File: config.mk
export PLATFORM = sky130hd
export DESIGN_NAME = uart_boot_loader
export DESIGN_NICKNAME = d
export VERILOG_FILES = /design/src/rtl/uart_boot_loader_pkg.sv /design/src/rtl/uart_boot_loader_byte_packer.sv /design/src/rtl/uart_boot_loader.sv
export SDC_FILE = /design/constraint.sdc
export NUM_CORES = 1
export LEC_CHECK = 0
export ABC_AREA = 1
export BUFFER_PORTS_ARGS = -buffer_cell sky130_fd_sc_hd__buf_2
export CORE_ASPECT_RATIO = 0.75
export CORE_MARGIN = 5
export CORE_UTILIZATION = 61
export CTS_CLUSTER_DIAMETER = 40
export DETAILED_ROUTE_END_ITERATION = 8
export MAX_ROUTING_LAYER = met4
export PLACE_DENSITY_LB_ADDON = 0.15
export SLEW_MARGIN = 20
export SYNTH_ARGS = -nofsm -noshare
export SYNTH_HDL_FRONTEND = slang
export SYNTH_SLANG_ARGS = --single-unit
File: constraint.sdc
create_clock -name clk -period 3.7 [get_ports clk]
set_clock_uncertainty 0.2 [all_clocks]
set_input_delay 0.37 -clock clk [delete_from_list [all_inputs] [get_ports clk]]
set_output_delay 0.37 -clock clk [all_outputs]
set_load 0.02 [all_outputs]
File: src/rtl/uart_boot_loader_pkg.sv
// Shared types and constants for the UART program loader.
package uart_boot_loader_pkg;

   typedef enum logic [1:0] {
      HDR,
      DATA,
      DONE,
      ERR
   } boot_state_t;

   localparam logic [31:0] BOOT_BASE_ADDR = 32'h0000_0000;
   localparam int unsigned BOOT_MAX_WORDS = 16384;

endpackage

File: src/rtl/uart_boot_loader_byte_packer.sv
// Assembles little-endian 32-bit words from a byte stream.
module byte_packer (
   input  logic        clk_i,
   input  logic        rst_ni,
   input  logic        clr_i,
   input  logic        byte_valid_i,
   input  logic [7:0]  byte_i,
   output logic        word_valid_o,
   output logic [31:0] word_o,
   output logic [1:0]  lane_o
);

   logic [1:0]  lane_q;
   logic [23:0] shreg_q;

   // The 4th byte completes the word combinationally so the
   // consumer can register it on the same edge.
   assign word_valid_o = byte_valid_i && !clr_i && (lane_q == 2'd3);
   assign word_o       = {byte_i, shreg_q};
   assign lane_o       = lane_q;

   always_ff @(posedge clk_i) begin
      if (!rst_ni) begin
         lane_q  <= 2'd0;
         shreg_q <= 24'd0;
      end else if (clr_i) begin
         lane_q  <= 2'd0;
         shreg_q <= 24'd0;
      end else if (byte_valid_i) begin
         lane_q <= lane_q + 2'd1;
         unique case (lane_q)
            2'd0: shreg_q[7:0]   <= byte_i;
            2'd1: shreg_q[15:8]  <= byte_i;
            2'd2: shreg_q[23:16] <= byte_i;
            2'd3: ;
         endcase
      end
   end

endmodule

File: src/rtl/uart_boot_loader.sv
// Loads a length-prefixed image from the UART into memory port B,
// then hands port B to the CPU data path.
module uart_boot_loader
   import uart_boot_loader_pkg::*;
#(
   parameter int unsigned          ADDR_WID    = 32,
   parameter logic [ADDR_WID-1:0]  BASE_ADDR   = ADDR_WID'(BOOT_BASE_ADDR),
   parameter int unsigned          MAX_WORDS   = BOOT_MAX_WORDS,
   parameter int unsigned          TIMEOUT_CYC = 50_000_000
) (
   input  logic                clk,
   input  logic                rst,
   input  logic                rx_valid,
   input  logic [7:0]          rx_byte,
   input  logic                reload,
   input  logic [ADDR_WID-1:0] cpu_addr,
   input  logic [31:0]         cpu_wdata,
   input  logic                cpu_we,
   output logic [ADDR_WID-1:0] bus_addr,
   output logic [31:0]         bus_wdata,
   output logic                bus_we,
   output logic                cpu_run,
   output logic                load_err,
   output logic [15:0]         words_loaded
);

   boot_state_t         state_q;
   logic [14:0]         n_q;
   logic [14:0]         idx_q;
   logic [15:0]         words_q;
   logic [15:0]         words_d;
   logic [31:0]         to_q;
   logic [31:0]         to_d;
   logic                we_q;
   logic                run_q;
   logic                err_q;
   logic [ADDR_WID-1:0] addr_q;
   logic [ADDR_WID-1:0] addr_d;
   logic [31:0]         wdata_q;

   logic                loading;
   logic                accept;
   logic                clr;
   logic                word_valid;
   logic [31:0]         word;
   logic [1:0]          lane;
   logic                hdr_bad;
   logic                to_hit;

   assign loading = (state_q == HDR) || (state_q == DATA);
   assign accept  = rx_valid && loading;
   assign clr     = reload && !loading;

   byte_packer u_packer (
      .clk_i        (clk),
      .rst_ni       (rst),
      .clr_i        (clr),
      .byte_valid_i (accept),
      .byte_i       (rx_byte),
      .word_valid_o (word_valid),
      .word_o       (word),
      .lane_o       (lane)
   );

   assign hdr_bad = (word == 32'd0) || (word > MAX_WORDS);
   assign to_hit  = (to_q == TIMEOUT_CYC - 32'd1);
   assign to_d    = rx_valid ? 32'd0 : to_q + 32'd1;
   assign addr_d  = BASE_ADDR + ADDR_WID'({idx_q, 2'b00});
   assign words_d = (words_q == 16'hFFFF) ? words_q : words_q + 16'd1;

   always_ff @(posedge clk) begin
      if (!rst) begin
         state_q <= HDR;
         n_q     <= '0;
         idx_q   <= '0;
         words_q <= '0;
         to_q    <= '0;
         we_q    <= 1'b0;
         run_q   <= 1'b0;
         err_q   <= 1'b0;
         addr_q  <= '0;
         wdata_q <= '0;
      end else begin
         we_q <= 1'b0;
         unique case (state_q)
            HDR: begin
               if (lane != 2'd0 && to_hit) begin
                  state_q <= ERR;
                  err_q   <= 1'b1;
                  to_q    <= '0;
               end else begin
                  // An idle header with no partial word never times out.
                  to_q <= (lane != 2'd0) ? to_d : 32'd0;
                  if (word_valid) begin
                     if (hdr_bad) begin
                        state_q <= ERR;
                        err_q   <= 1'b1;
                     end else begin
                        state_q <= DATA;
                        n_q     <= word[14:0];
                        idx_q   <= '0;
                        words_q <= '0;
                     end
                  end
               end
            end
            DATA: begin
               if (to_hit) begin
                  state_q <= ERR;
                  err_q   <= 1'b1;
                  to_q    <= '0;
               end else begin
                  to_q <= to_d;
                  if (word_valid) begin
                     we_q    <= 1'b1;
                     addr_q  <= addr_d;
                     wdata_q <= word;
                     idx_q   <= idx_q + 15'd1;
                     words_q <= words_d;
                  end
                  // idx_q already counts the write now on the bus.
                  if (we_q && idx_q == n_q) begin
                     state_q <= DONE;
                     run_q   <= 1'b1;
                     to_q    <= '0;
                  end
               end
            end
            DONE, ERR: begin
               if (reload) begin
                  state_q <= HDR;
                  run_q   <= 1'b0;
                  err_q   <= 1'b0;
                  idx_q   <= '0;
                  words_q <= '0;
                  to_q    <= '0;
               end
            end
         endcase
      end
   end

   assign bus_addr     = (state_q == DONE) ? cpu_addr  : addr_q;
   assign bus_wdata    = (state_q == DONE) ? cpu_wdata : wdata_q;
   assign bus_we       = (state_q == DONE) ? cpu_we    : we_q;
   assign cpu_run      = run_q;
   assign load_err     = err_q;
   assign words_loaded = words_q;

endmodule

==> Yosys cells after proc, flatten, opt, wreduce, memory -nomap -nowiden <==
Index checks and enable logic that the tools add are counted.
{ "word_totals": {"ff_bits": 156, "latchBits": 0, "ramBits": 0, "rom_bits": 0, "input_bits": 77, "output_inout_bits": 83, "elab_cells": 115, "memories": 0} }
{ "op_classes": {"add_sub_neg": 4, "mul": 0, "div": 0, "n_lt_le_gt_ge": 1, "eq_ne": 21, "n_shift": 0, "muxes": 42, "bitwise": 5, "n_reduce_logical": 28} }
{ "op_table": {"columns": ["cell", "count"], "rows": [
  ["32-bit 2-to-1 mux", 8],
  ["16-bit 2-to-1 mux", 7],
  ["32-bit case mux with 3 select lines", 1],
  ["15-bit 2-to-1 mux", 6],
  ["16-bit case mux with 3 select lines", 1],
  ["15-bit case mux with 3 select lines", 1],
  ["32-bit by 1-bit adder with 32-bit output (second input constant)", 1],
  ["32-bit by 26-bit == test with 1-bit output (second input constant)", 1],
  ["32-bit by 15-bit greater-than comparator with 1-bit output (second input constant)", 1],
  ["32-bit zero test", 1],
  ["16-bit by 1-bit adder with 16-bit output (second input constant)", 1],
  ["16-bit == test (second input constant)", 1],
  ["15-bit by 1-bit adder with 15-bit output (second input constant)", 1],
  ["15-bit == test", 1],
  ["2-bit 2-to-1 mux", 6],
  ["2-bit inequality test (second input constant)", 6],
  ["4-bit AND reduction", 3],
  ["1-bit 2-to-1 mux", 9],
  ["2-bit == test (second input constant)", 4],
  ["7-bit AND reduction", 1],
  ["1-bit logical AND", 6],
  ["2-bit by 1-bit inequality test with 1-bit output (second input constant)", 3],
  ["3-bit by 2-bit inequality test with 1-bit output (second input constant)", 2],
  ["2-bit case mux with 3 select lines", 1],
  ["15 further kinds", 28]
]} }

==> Logic depth before layout (Yosys ltp) <==
Gate-level depths: netlist of run 1.
{ "logic_depth": {"word_depth": 10, "ltp_mapped": 14} }

==> Cells and area by module <==
From an unflattened synthesis of run 1, not the netlist that was laid out.
{ "hier_totals": {"cells_unflattened": 1490, "area_unflattened_um2": 9293.9} }
{ "by_module_without_submodules": {"columns": ["mod", "n_inst", "cells_each", "area_per_inst_um2", "seq_area_each_um2"], "rows": [
  ["uart_boot_loader", 1, 1309, 8102.8, 2602.5],
  ["byte_packer", 1, 181, 1191.1, 520.5]
]} }

==> Worst setup path after synthesis of run 1 <==
No wires, ideal clock.
{ "synth_timing": {"path_kind": "register to register", "from": "register words_q[0], in the netlist words_loaded[0]", "to": "register words_q[3], in the netlist words_loaded[3]", "setup_ns": 0.132, "arrival_time_ns": 1.759, "required_ns": 3.368, "slack_ns": 1.609, "path_stages_with_launch": 14, "period_less_slack_ns": 2.091, "cell_sequence": "dfxtp_1 ha_1 nand2_1 inv_1 nand2_1 nor2_1 nand3_1 nor2_1 nor2_2 nand2_4 inv_2 buf_6 nand3_1 a21oi_1"} }
{ "synth_via": {"elab_chain_len": 5} }
{ "synth_lines": {"columns": ["element", "line_no", "rtl"], "rows": [
  ["start, declared", "uart_boot_loader.sv:30", "logic [15:0] words_q;"],
  ["start signal, assigned", "uart_boot_loader.sv:119", "words_q <= words_d;"],
  ["16-bit by 1-bit adder with 16-bit output", "uart_boot_loader.sv:69", "assign words_d = (words_q == 16'hFFFF) ? words_q : words_q + 16'd1;"],
  ["16-bit 2-to-1 mux", "uart_boot_loader.sv:69", null],
  ["16-bit 2-to-1 mux", "uart_boot_loader.sv:114", "if (word_valid) begin"],
  ["16-bit 2-to-1 mux", "uart_boot_loader.sv:108", "if (to_hit) begin"],
  ["16-bit case mux with 3 select lines", "uart_boot_loader.sv:85", "unique case (state_q)"]
]} }
Several ways; a longest one is shown, not always the timed one. The select of a mux whose other input is x is not followed.
A chain may end at the register's enable or synchronous reset.

==> Final worst setup path of run 1 <==
{ "layout_timing": {"from": "register state_q[1]", "to": "output port bus_we"} }
{ "layout_via": {"elab_chain_len": 2} }
{ "layout_lines": {"columns": ["element", "line_no", "rtl"], "rows": [
  ["start, declared", "uart_boot_loader.sv:27", "boot_state_t state_q;"],
  ["start signal, assigned", "uart_boot_loader.sv:73", "state_q <= HDR;"],
  ["start signal, assigned", "uart_boot_loader.sv:88", "state_q <= ERR;"],
  ["start signal, assigned", "uart_boot_loader.sv:96", "state_q <= ERR;"],
  ["2-bit == test", "uart_boot_loader.sv:145", "assign bus_we = (state_q == DONE) ? cpu_we : we_q;"],
  ["1-bit 2-to-1 mux", "uart_boot_loader.sv:145", null],
  ["end, declared", "uart_boot_loader.sv:21", "output logic bus_we,"]
]} }
Every way passes these cells.

==> results by group, run 1 <==
Timing
  • Hold slack: ~0.06 ns
  • Setup WS post-layout: a little over 0.9 ns
  • Final setup fails: 0
  • Setup TNS: 0 ns
  • Slew Limit Headroom: 0.343
  • Final Cycle Share: 0.754
  • Peak Freq: about 0.36 GHz
  • RSZ-0062 raised after global routing: false
  • Hold Violations, Final: 0
  • Final max-slew violation count: 0
  • Worst-Margin Slew: 0.986 ns
  • Final Critical Period: roughly 2.8 ns

Clocking
  • Clk buf depth: 2
  • CTS clk-pin slew, worst paths: around 0.060 ns
  • Root Driver: clkbuf_16
  • Clock H-tree levels: 4
  • Post-CTS repair timing setup buffer count: 0
  • Cts repair resizes: 0
  • Num CTS Buffers: 17
  • TritonCTS clock tree: done
  • # hold bufs at CTS: 0
  • Skew-Pair Late Insertion Delay: around 0.43 ns
  • CTS Sinks: ~160

Floorplanning
  • Ports: 160
  • DIE WIDTH: between 150 and 200 um
  • Die height: 116 um
  • DIE AREA: 17,700 um2
  • Core ar.: approximately 15,000 um2
  • Rows: 38
  • Starting Density: 0.629

Job
  • Max Cap Viol: 0

Critical path
  • Crit path launch type: flip-flop
  • Critical path class: reg2out
  • Worst EP arrival: 2.22 ns
  • CP endpoint kind: primary output
  • Req. time, crit path: between 3 and 4 ns
  • Crit-path max FO: around 110

Routing
  • DRC errors left: 0
  • First drt pass iteration count: 5
  • Total Wirelength: between 20 and 30 mm
  • Vias: approximately 9.5k
  • DRT antenna net count: 0
  • Vias/cell: ~5.4
  • Initial DRC count: about 930
  • Drt wl/cell: between 10 and 15 um

Layout
  • # fillers: approximately 1.3k
  • Cell Count, Final, Fillers Out: 1,767
  • Most frequent cells in the layout: nand2_1 (248), nor2_1 (236), inv_1 (183), a21oi_1 (173), buf_2 (159)
  • Syn-to-layout area delta: 14.0%
  • Final nets: between 1.5k and 2k
  • Share of layout cells above drive strength 1: 0.158
  • Commonest non-fill, non-tap cell in the layout: nand2_1
  • N_diodes: 0

Yosys
  • Unique masters post-synth: 40
  • EDFF count, synth: 0
  • Largest cells by area after synthesis: dfxtp_1 (34%), nand2_1 (10%), nor2_1 (9.6%), a21oi_1 (9.4%), inv_1 (7.5%)
  • Synth top area share: 0.339
  • Synth area leader: dfxtp_1
  • Async SR Flop Fraction: 0
  • Syn nets: 1,521
  • Sequential cell area fraction in the yosys report: 0.339
  • Seq cells post-synth: around 160
  • Gate Count Post-Synth: 1,437
  • Dominant synthesized flop cell: dfxtp_1
  • Syn_area_per_cell: between 6 and 7 um2
  • Synthesis Warnings: 0
  • Syn Std Cell Area: just over 9000 um2

Place
  • Pre-CTS WS: 1.04 ns
  • IO buf count: 159
  • DP HPWL: 17.7 mm
  • Gpl congestion: around 0.95
  • Post-placement cell count: 1,735

Outcome
  • Outcome: complete, no violations

Power
  • Switching Share: 0.391
  • Sequential Power Share: 0.345
  • Cell internal pwr: ~0.0033 W
  • Power Total: between 0.005 and 0.006 W
  • Worst VDD drop: 0.286 mV
  • Power Density: 510 nW/um2
  • Combinational Power Share: 0.331
  • LEAKAGE: 4.43 nW
  • Clock share of power: 0.324
  • P_sw: around 0.0021 W

Global route
  • Largest net degree at the start of global routing: around 110
  • GRT overflow: 0
  • Vias in the first global route: 8,541
  • First-pass GRT wire length: approximately 41 mm
  • Total Routing Usage GR: 0.282
  • Initial antenna violation count: 0

Worst hold path
  • Worst hold path class: in2reg
## per-layer routing
metal / global-route usage / up-vias / routed length, um
li1: - / 4830 / -
met1: 0.384 / 4259 / 11600
met2: 0.435 / 364 / 11200
met3: 0.0567 / 28 / 1950
met4: 0.0725 / 0 / 288
met5: - / - / 0
## cell type report
class | count | area [um2] | area share
repair buffers | 165 | 841 | 0.0801
flip-flops and latches | 156 | 3120 | 0.298
clock buffers | 22 | 464 | 0.0442
clock inverters | 10 | 116 | 0.0111
inverters | 191 | 717 | 0.0683
multi-input cells | 1023 | 4980 | 0.475
well taps | 200 | 250 | 0.0238
## worst max-delay path, stage by stage (launching register included)
cell     delay, ns
dfxtp_1       0.54
nand2_4       0.57
mux2_2        0.49
buf_2         0.16
## logic make-up (layout without fill, tap and decap cells)
family | after synthesis | count (layout) | synth area share
simple gates | 683 | 683 | 0.321
compound gates | 299 | 299 | 0.177
buf+inv | 258 | 388 | 0.120
flops | 156 | 156 | 0.339
xor+xnor | 33 | 33 | 0.0314
fa+ha+maj | 7 | 7 | 0.00951
mux | 1 | 1 | 0.00122
## registers in the layout, summed over array words and instances, names as in the netlist
register and count:
addr_q 15, cpu_run 1, idx_q 15, load_err 1, n_q 15, state_q 2, to_q 32, u_packer.lane_o 2
u_packer.shreg_q 24, wdata_q 32, we_q 1, words_loaded 16
## Yosys cell counts, types with 2 or more instances
master      n
nand3_1   124
clkinv_1    2
nor2_1    236
o21ai_1    14
buf_4       6
a21oi_2    13
clkbuf_1   34
nor2_2      7
nor2_4      5
buf_2      12
o21ai_0    68
nor3_1     27
xnor2_1     3
dfxtp_1   156
or2_2       3
inv_1     183
inv_2       6
ha_1        7
a21oi_1   173
buf_8       3
nand4_1    12
nand2_1   249
nand2_4     5
o21bai_1   28
buf_1       2
nand2_2     8
xor2_1     30
buf_6       9
## per-stage QoR
stage	instance area, um2	utilization
floorplan	9210	-
global placement	9920	0.677
detailed placement	9920	0.677
CTS	10500	0.717
global route	10500	0.717
finish	10500	0.717
## power groups by stage
stage / Clock, W / Sequential (W) / Combinational, W
3_3_place_gp: 0 / 0.00188 / 0.00173
5_1_grt: 0.00182 / 0.00185 / 0.00193
6_report: 0.00173 / 0.00185 / 0.00178
2_1_floorplan: 0 / 0.00186 / 0.00136
3_5_place_dp: 0 / 0.00188 / 0.00175
4_1_cts: 0.00175 / 0.00184 / 0.00176
## path summary, 6_finish.rpt
| kind | start | end | slack [ns] | cells past startpoint |
|---|---|---|---|---|
| max | state_q[1] | bus_we | 0.91 | 3 |
| min | rx_byte[4] | u_packer.shreg_q[12] | 0.06 | 3 |
| max reg2reg | to_q[0] | wdata_q[1] | 0.92 | 11 |
| min reg2reg | wdata_q[13] | wdata_q[13] | 0.26 | 2 |
(Power assumes the default switching activity.)
==> run 2, diff against run 1 <==
--- a/config.mk
+++ b/config.mk
@@ -9,7 +9,7 @@
 export BUFFER_PORTS_ARGS = -buffer_cell sky130_fd_sc_hd__buf_2
 export CORE_ASPECT_RATIO = 0.75
 export CORE_MARGIN = 5
-export CORE_UTILIZATION = 61
+export CORE_UTILIZATION = 57
 export CTS_CLUSTER_DIAMETER = 40
 export DETAILED_ROUTE_END_ITERATION = 8
 export MAX_ROUTING_LAYER = met4
==> constraint.sdc (replaced) <==
create_clock -name clk -period 2.75 [get_ports clk]
set_clock_uncertainty 0.2 [all_clocks]
set_input_delay 0.275 -clock clk [delete_from_list [all_inputs] [get_ports clk]]
set_output_delay 0.275 -clock clk [all_outputs]
set_load 0.02 [all_outputs]
==> run 2 against run 1 <==
  * Cell area increased by 2.0%
  * First-iteration DRC count decreased by 24%
  * Register-to-register slack got worse by 0.65 ns
  * Sequential share of layout area decreased by 0.58 points
  * Critical path depth increased by 11
  * Die area increased by 6.5%
  * Core utilization decreased by 4.4 points
  * Clock power increased by 43%
  * Worst hold slack improved by 0.013 ns
  * Global-route usage decreased by 0.92 points
  * Critical path type is now reg2reg
  * Largest cell class unchanged
  * Highest routed layer unchanged
==> results by group, run 2 (same netlist as run 1, synthesis figures left out) <==
Critical path
  • Slowest cell on crit path: dfxtp_1
  • Crit-path max FO: 16
  • Worst EP arrival: 2.62 ns
  • Crit Reg-Reg Startpoint: words_loaded[0]
  • Worst R2R End: words_loaded[0]
  • CP endpoint kind: flip-flop
  • Worst R2R Setup Slack: approximately 0.27 ns
  • Crit path launch type: flip-flop
  • Critical path class: reg2reg
  • CP bufs+invs: 2
  • Req. time, crit path: 2.88 ns
  • CP top delay family: simple AND/OR/NAND/NOR gates
  • Reg2Reg Depth: 14
  • Crit-path cells: ha_1 > nand2_1 > inv_1 > nand2_1 > nor2_1 > nand3_1 > nor2_1 > nor2_2 > nand2_4 > inv_2 > nand2_1 > nand2_1 > nand2_1 > nor2_1
  • CP most frequent cell: nand2_1
  • Largest stage delay, worst path: around 0.44 ns

Place
  • Gpl congestion: slightly below 1
  • IO buf count: about 160
  • DP HPWL: 18.1 mm

Global route
  • GRT overflow: 0
  • Initial antenna violation count: 0
  • Largest net degree at the start of global routing: 67
  • Total Routing Usage GR: 0.273
  • Vias in the first global route: between 8k and 9k
  • First-pass GRT wire length: between 40 and 50 mm

Clocking
  • Clk buf depth: 2
  • Post-CTS repair timing setup buffer count: 0
  • Clock H-tree levels: 4
  • CTS clk-pin slew, worst paths: 0.07 ns
  • Num CTS Buffers: 17
  • Root Driver: clkbuf_16
  • TritonCTS clock tree: done
  • CTS Sinks: 156
  • Skew-Pair Late Insertion Delay: about 0.44 ns

Layout
  • Syn-to-layout area delta: 16.2%
  • Top flop regs: to_q: 32 flops, wdata_q: 32 flops, u_packer.shreg_q: 24 flops
  • Final Core Density: 0.673
  • Share of layout cells above drive strength 1: 0.164
  • N_diodes: 0
  • # fillers: approximately 1.5k
  • FF/Latch Area: around 3100 um2
  • Final nets: roughly 1.7k
  • Footprint of the multi-input gates: roughly 5000 um2
  • Most frequent cells in the layout: nand2_1 (248), nor2_1 (236), inv_1 (183), a21oi_1 (173), buf_2 (159)
  • Commonest non-fill, non-tap cell in the layout: nand2_1

Timing
  • RSZ-0062 raised after global routing: false
  • Final Critical Period: between 2 and 2.5 ns
  • Final Cycle Share: 0.902
  • Slew Limit Headroom: 0.352
  • Setup TNS: 0 ns
  • Final setup fails: 0
  • Worst-Margin Slew: 0.971 ns
  • Hold slack: 0.0719 ns
  • Peak Freq: 0.403 GHz
  • Final max-slew violation count: 0
  • Hold Violations, Final: 0

Power
  • LEAKAGE: 4.53 nW
  • Worst VDD drop: 0.388 mV
  • Power Density: 690 nW/um2

Floorplanning
  • DIE WIDTH: about 160 um
  • Core ar.: 15,900 um2
  • Die height: 120 um
  • DIE AREA: 18,800 um2
  • Rows: 40
  • Ports: between 150 and 200
  • Starting Density: 0.579

Outcome
  • Outcome: complete, no violations

Worst hold path
  • Worst hold path class: in2reg
  • HP Start: reload
  • Hold endpoint: to_q[10]
  • Hold depth: 6

Routing
  • Drt wl/cell: around 14 um
  • DRC errors left: 0
  • Vias: ~9.5k
  • DRT antenna net count: 0
  • Total Wirelength: roughly 25 mm
  • Initial DRC count: just over 700
  • First drt pass iteration count: 6
  • Vias/cell: between 5 and 6

Job
  • Max Cap Viol: 0
-- run 2: cell types whose count changed in the layout (fill, tap and decap cells not counted) --
cell	before	now
dlygate4sd3_1	0	8
buf_4	6	13
inv_6	0	4
clkbuf_1	3	0
clkbuf_8	2	0
clkinvlp_4	5	3
buf_12	0	1
buf_6	0	1
bufinv_16	2	3
clkinv_4	1	2
inv_8	0	1
-- run 2: layout make-up --
class | count | area share
Sequential cell | 156 | 0.292
Multi-Input combinational cell | 1023 | 0.466
Clock buffer | 17 | 0.0397
Inverter | 191 | 0.0670
Timing Repair Buffer | 182 | 0.0939
Clock inverter | 15 | 0.0174
Tap cell | 210 | 0.0245
-- run 2: worst max-delay path by stage --
stage | start | cells past startpoint | end | slack, ns
floorplan | words_loaded[0] | 13 | words_loaded[3] | 0.66
global placement | words_loaded[0] | 14 | words_loaded[0] | 0.38
detailed placement | words_loaded[0] | 14 | words_loaded[0] | 0.34
CTS | state_q[1] | 5 | bus_wdata[21] | 0.21
global route | u_packer.lane_o[0] | 10 | n_q[6] | 0.05
finish | words_loaded[0] | 14 | words_loaded[0] | 0.27
-- run 2: worst min-delay path: cells and delay by family --
kind	cells	cell delay (ns)
buffers and inverters	2	0.15
AND/OR/NAND/NOR	4	0.26
-- run 2: per-layer routing --
layer | GRT usage | wire length, um
met2 | 0.403 | 11300
met3 | 0.0559 | 1930
met5 | - | 0
met1 | 0.378 | 11700
met4 | 0.0824 | 378
-- run 2: through the flow --
step                      total power, W  cells  cell area [um2]  setup slack [ns]
after floorplan                  0.00432   1437             9210             0.659
after global routing             0.00778   1794            10700            0.0505
after detailed placement         0.00493   1754            10000             0.342
final                            0.00739   1794            10700             0.268
after CTS                        0.00741   1794            10700             0.213
after global placement           0.00489   1754            10000             0.379
-- run 2: what timing repair did --
item / 4_1_cts / 5_1_grt
hold endpoints to repair: 28 / 0
hold buffers: 8 / 0
setup endpoints to repair: 0 / 3
gates resized for setup: 0 / 1
-- run 2: power by group --
part / internal (W) / total, W / switching (W)
clock: 0.00144 / 0.00248 / 0.00103
combinational: 0.000685 / 0.00243 / 0.00174
sequential: 0.00237 / 0.00249 / 0.000119
total: 0.00449 / 0.00739 / 0.00289
==> run 3, diff against run 2 <==
==> constraint.sdc (replaced) <==
create_clock -name clk -period 2.7 [get_ports clk]
set_clock_uncertainty 0.2 [all_clocks]
set_input_delay 0.27 -clock clk [delete_from_list [all_inputs] [get_ports clk]]
set_output_delay 0.27 -clock clk [all_outputs]
set_load 0.02 [all_outputs]
==> run 3 against run 2 <==
  * Clock power is 4% higher
  * Wire length is 0.34% higher
  * Via count rose by 0.12%
  * Worst hold slack better by 0.049 ns
  * Die area unchanged
  * Combinational power grew 2%
==> results by group, run 3 (same netlist as run 1, synthesis figures left out) <==
Outcome
  • Outcome: complete, no violations

Critical path
  • Req. time, crit path: approximately 2.8 ns
  • Critical path class: reg2reg
  • Crit Reg-Reg Startpoint: to_q[0]
  • Crit path launch type: flip-flop
  • Reg2Reg Depth: 12
  • Largest stage delay, worst path: 0.41 ns
  • Crit-path max FO: 16
  • CP most frequent cell: nand2_1
  • Worst EP arrival: 2.54 ns
  • Worst R2R Setup Slack: around 0.28 ns
  • Crit-path cells: ha_1 > nand2_2 > nor2_4 > nand2_2 > nor2_2 > nand4_4 > nand2_4 > inv_2 > nand2_1 > nand2_1 > nand2_1 > nor2_1
  • Worst R2R End: words_loaded[0]
  • Slowest cell on crit path: dfxtp_1
  • CP endpoint kind: flip-flop

Routing
  • Drt wl/cell: approximately 14 um
  • Vias/cell: 5.30
  • Initial DRC count: 802
  • Total Wirelength: roughly 25 mm
  • DRC errors left: 0
  • DRT antenna net count: 0
  • First drt pass iteration count: 5
  • Vias: around 9.5k

Power
  • LEAKAGE: between 4 and 5 nW
  • Power Density: ~700 nW/um2
  • Worst VDD drop: 0.444 mV

Job
  • Max Cap Viol: 0

Clocking
  • Root Driver: clkbuf_16
  • Post-CTS repair timing setup buffer count: 0
  • Skew-Pair Late Insertion Delay: roughly 0.43 ns
  • TritonCTS clock tree: done
  • CTS Sinks: ~160
  • CTS clk-pin slew, worst paths: roughly 0.070 ns
  • Clock H-tree levels: 4
  • Clk buf depth: 2
  • Num CTS Buffers: 17

Global route
  • GRT overflow: 0
  • Largest net degree at the start of global routing: 80
  • Total Routing Usage GR: 0.275
  • Vias in the first global route: around 8.6k
  • Initial antenna violation count: 0
  • First-pass GRT wire length: approximately 42 mm

Layout
  • Final Core Density: 0.674
  • Share of layout cells above drive strength 1: 0.165
  • Commonest non-fill, non-tap cell in the layout: nand2_1
  • Top flop regs: to_q: 32 flops, wdata_q: 32 flops, u_packer.shreg_q: 24 flops
  • N_diodes: 0
  • Final nets: 1,655
  • Syn-to-layout area delta: 16.4%
  • Most frequent cells in the layout: nand2_1 (248), nor2_1 (235), inv_1 (183), a21oi_1 (173), buf_2 (159)

Timing
  • Final Critical Period: between 2 and 2.5 ns
  • Hold Violations, Final: 0
  • Setup WS post-layout: about 0.28 ns
  • Final setup fails: 0
  • Hold slack: approximately 0.12 ns
  • Slew Limit Headroom: 0.356
  • Final Cycle Share: 0.897
  • Peak Freq: a little over 0.4 GHz
  • RSZ-0062 raised after global routing: false
  • Worst-Margin Slew: a little under 1 ns
  • Setup TNS: 0 ns
  • Final max-slew violation count: 0

Floorplanning
  • DIE AREA: around 19,000 um2
  • Starting Density: 0.579
  • Rows: 40
  • DIE WIDTH: approximately 160 um
  • Core ar.: approximately 16,000 um2
  • Ports: 160
  • Die height: between 100 and 150 um

Place
  • Gpl congestion: 0.947
  • Pre-CTS WS: around 0.31 ns
  • DP HPWL: ~18 mm
  • IO buf count: ~160

Worst hold path
  • Worst hold path class: in2reg
  • Hold depth: 3
  • HP Start: rx_valid
  • Hold endpoint: u_packer.lane_o[0]
==> run 3: cell count changes in the layout (fill, tap and decap cells not counted) <==
cell and change:
nor2_2 +1, inv_6 +1, nor2_1 -1, clkinv_2 -2
clkinvlp_4 -1, inv_8 +2
==> run 3: routing by layer <==
layer  share of wire  global-route usage
met3           0.080              0.0562
met1            0.45               0.380
met4           0.013              0.0802
met5               0                   -
met2            0.45               0.406
==> run 3: critical path: cells and delay by family, from the launching register on <==
kind / cells / cell delay [ns]
buffers and inverters: 1 / 0.18
flip-flops: 1 / 0.41
adder cells (fa/ha/maj): 1 / 0.29
AND/OR/NAND/NOR: 10 / 1.21
==> run 3: how the worst max path moves through the flow <==
| stage | slack, ns | from | to |
|---|---|---|---|
| 6_report | 0.28 | to_q[0] | words_loaded[0] |
| 5_1_grt | 0.07 | to_q[0] | addr_q[12] |
| 4_1_cts | 0.16 | state_q[1] | bus_wdata[11] |
| 3_5_place_dp | 0.31 | words_loaded[0] | words_loaded[0] |
| 3_3_place_gp | 0.43 | words_loaded[0] | words_loaded[1] |
| 2_1_floorplan | 0.61 | words_loaded[0] | words_loaded[3] |
==> run 3: what timing repair did <==
item	CTS	global route
endpoints found under the hold margin	27	0
endpoints found under the setup margin	0	2
hold buffers	8	0
gates resized for setup	0	2
==> run 3: per-stage QoR <==
| stage | instance area, um2 | total power, W | instances |
|---|---|---|---|
| 2_1_floorplan | 9210 | 0.00440 | 1437 |
| 3_3_place_gp | 10000 | 0.00499 | 1754 |
| 3_5_place_dp | 10000 | 0.00504 | 1754 |
| 4_1_cts | 10700 | 0.00760 | 1794 |
| 5_1_grt | 10700 | 0.00798 | 1794 |
| 6_report | 10700 | 0.00760 | 1794 |
==> run 3: where the power goes <==
part / switching (W) / internal, W
registers: 0.000128 / 0.00241
logic: 0.00178 / 0.000705
clock network: 0.00108 / 0.00149
total: 0.00300 / 0.00461
==> run 3: area by class of cell <==
type	instances	area (um2)
clock buffers	17	425
clock inverters	15	200
fillers	1473	5190
inverters	191	717
multi-input cells	1023	4990
flip-flops and latches	156	3120
well taps	210	263
repair buffers	182	1000
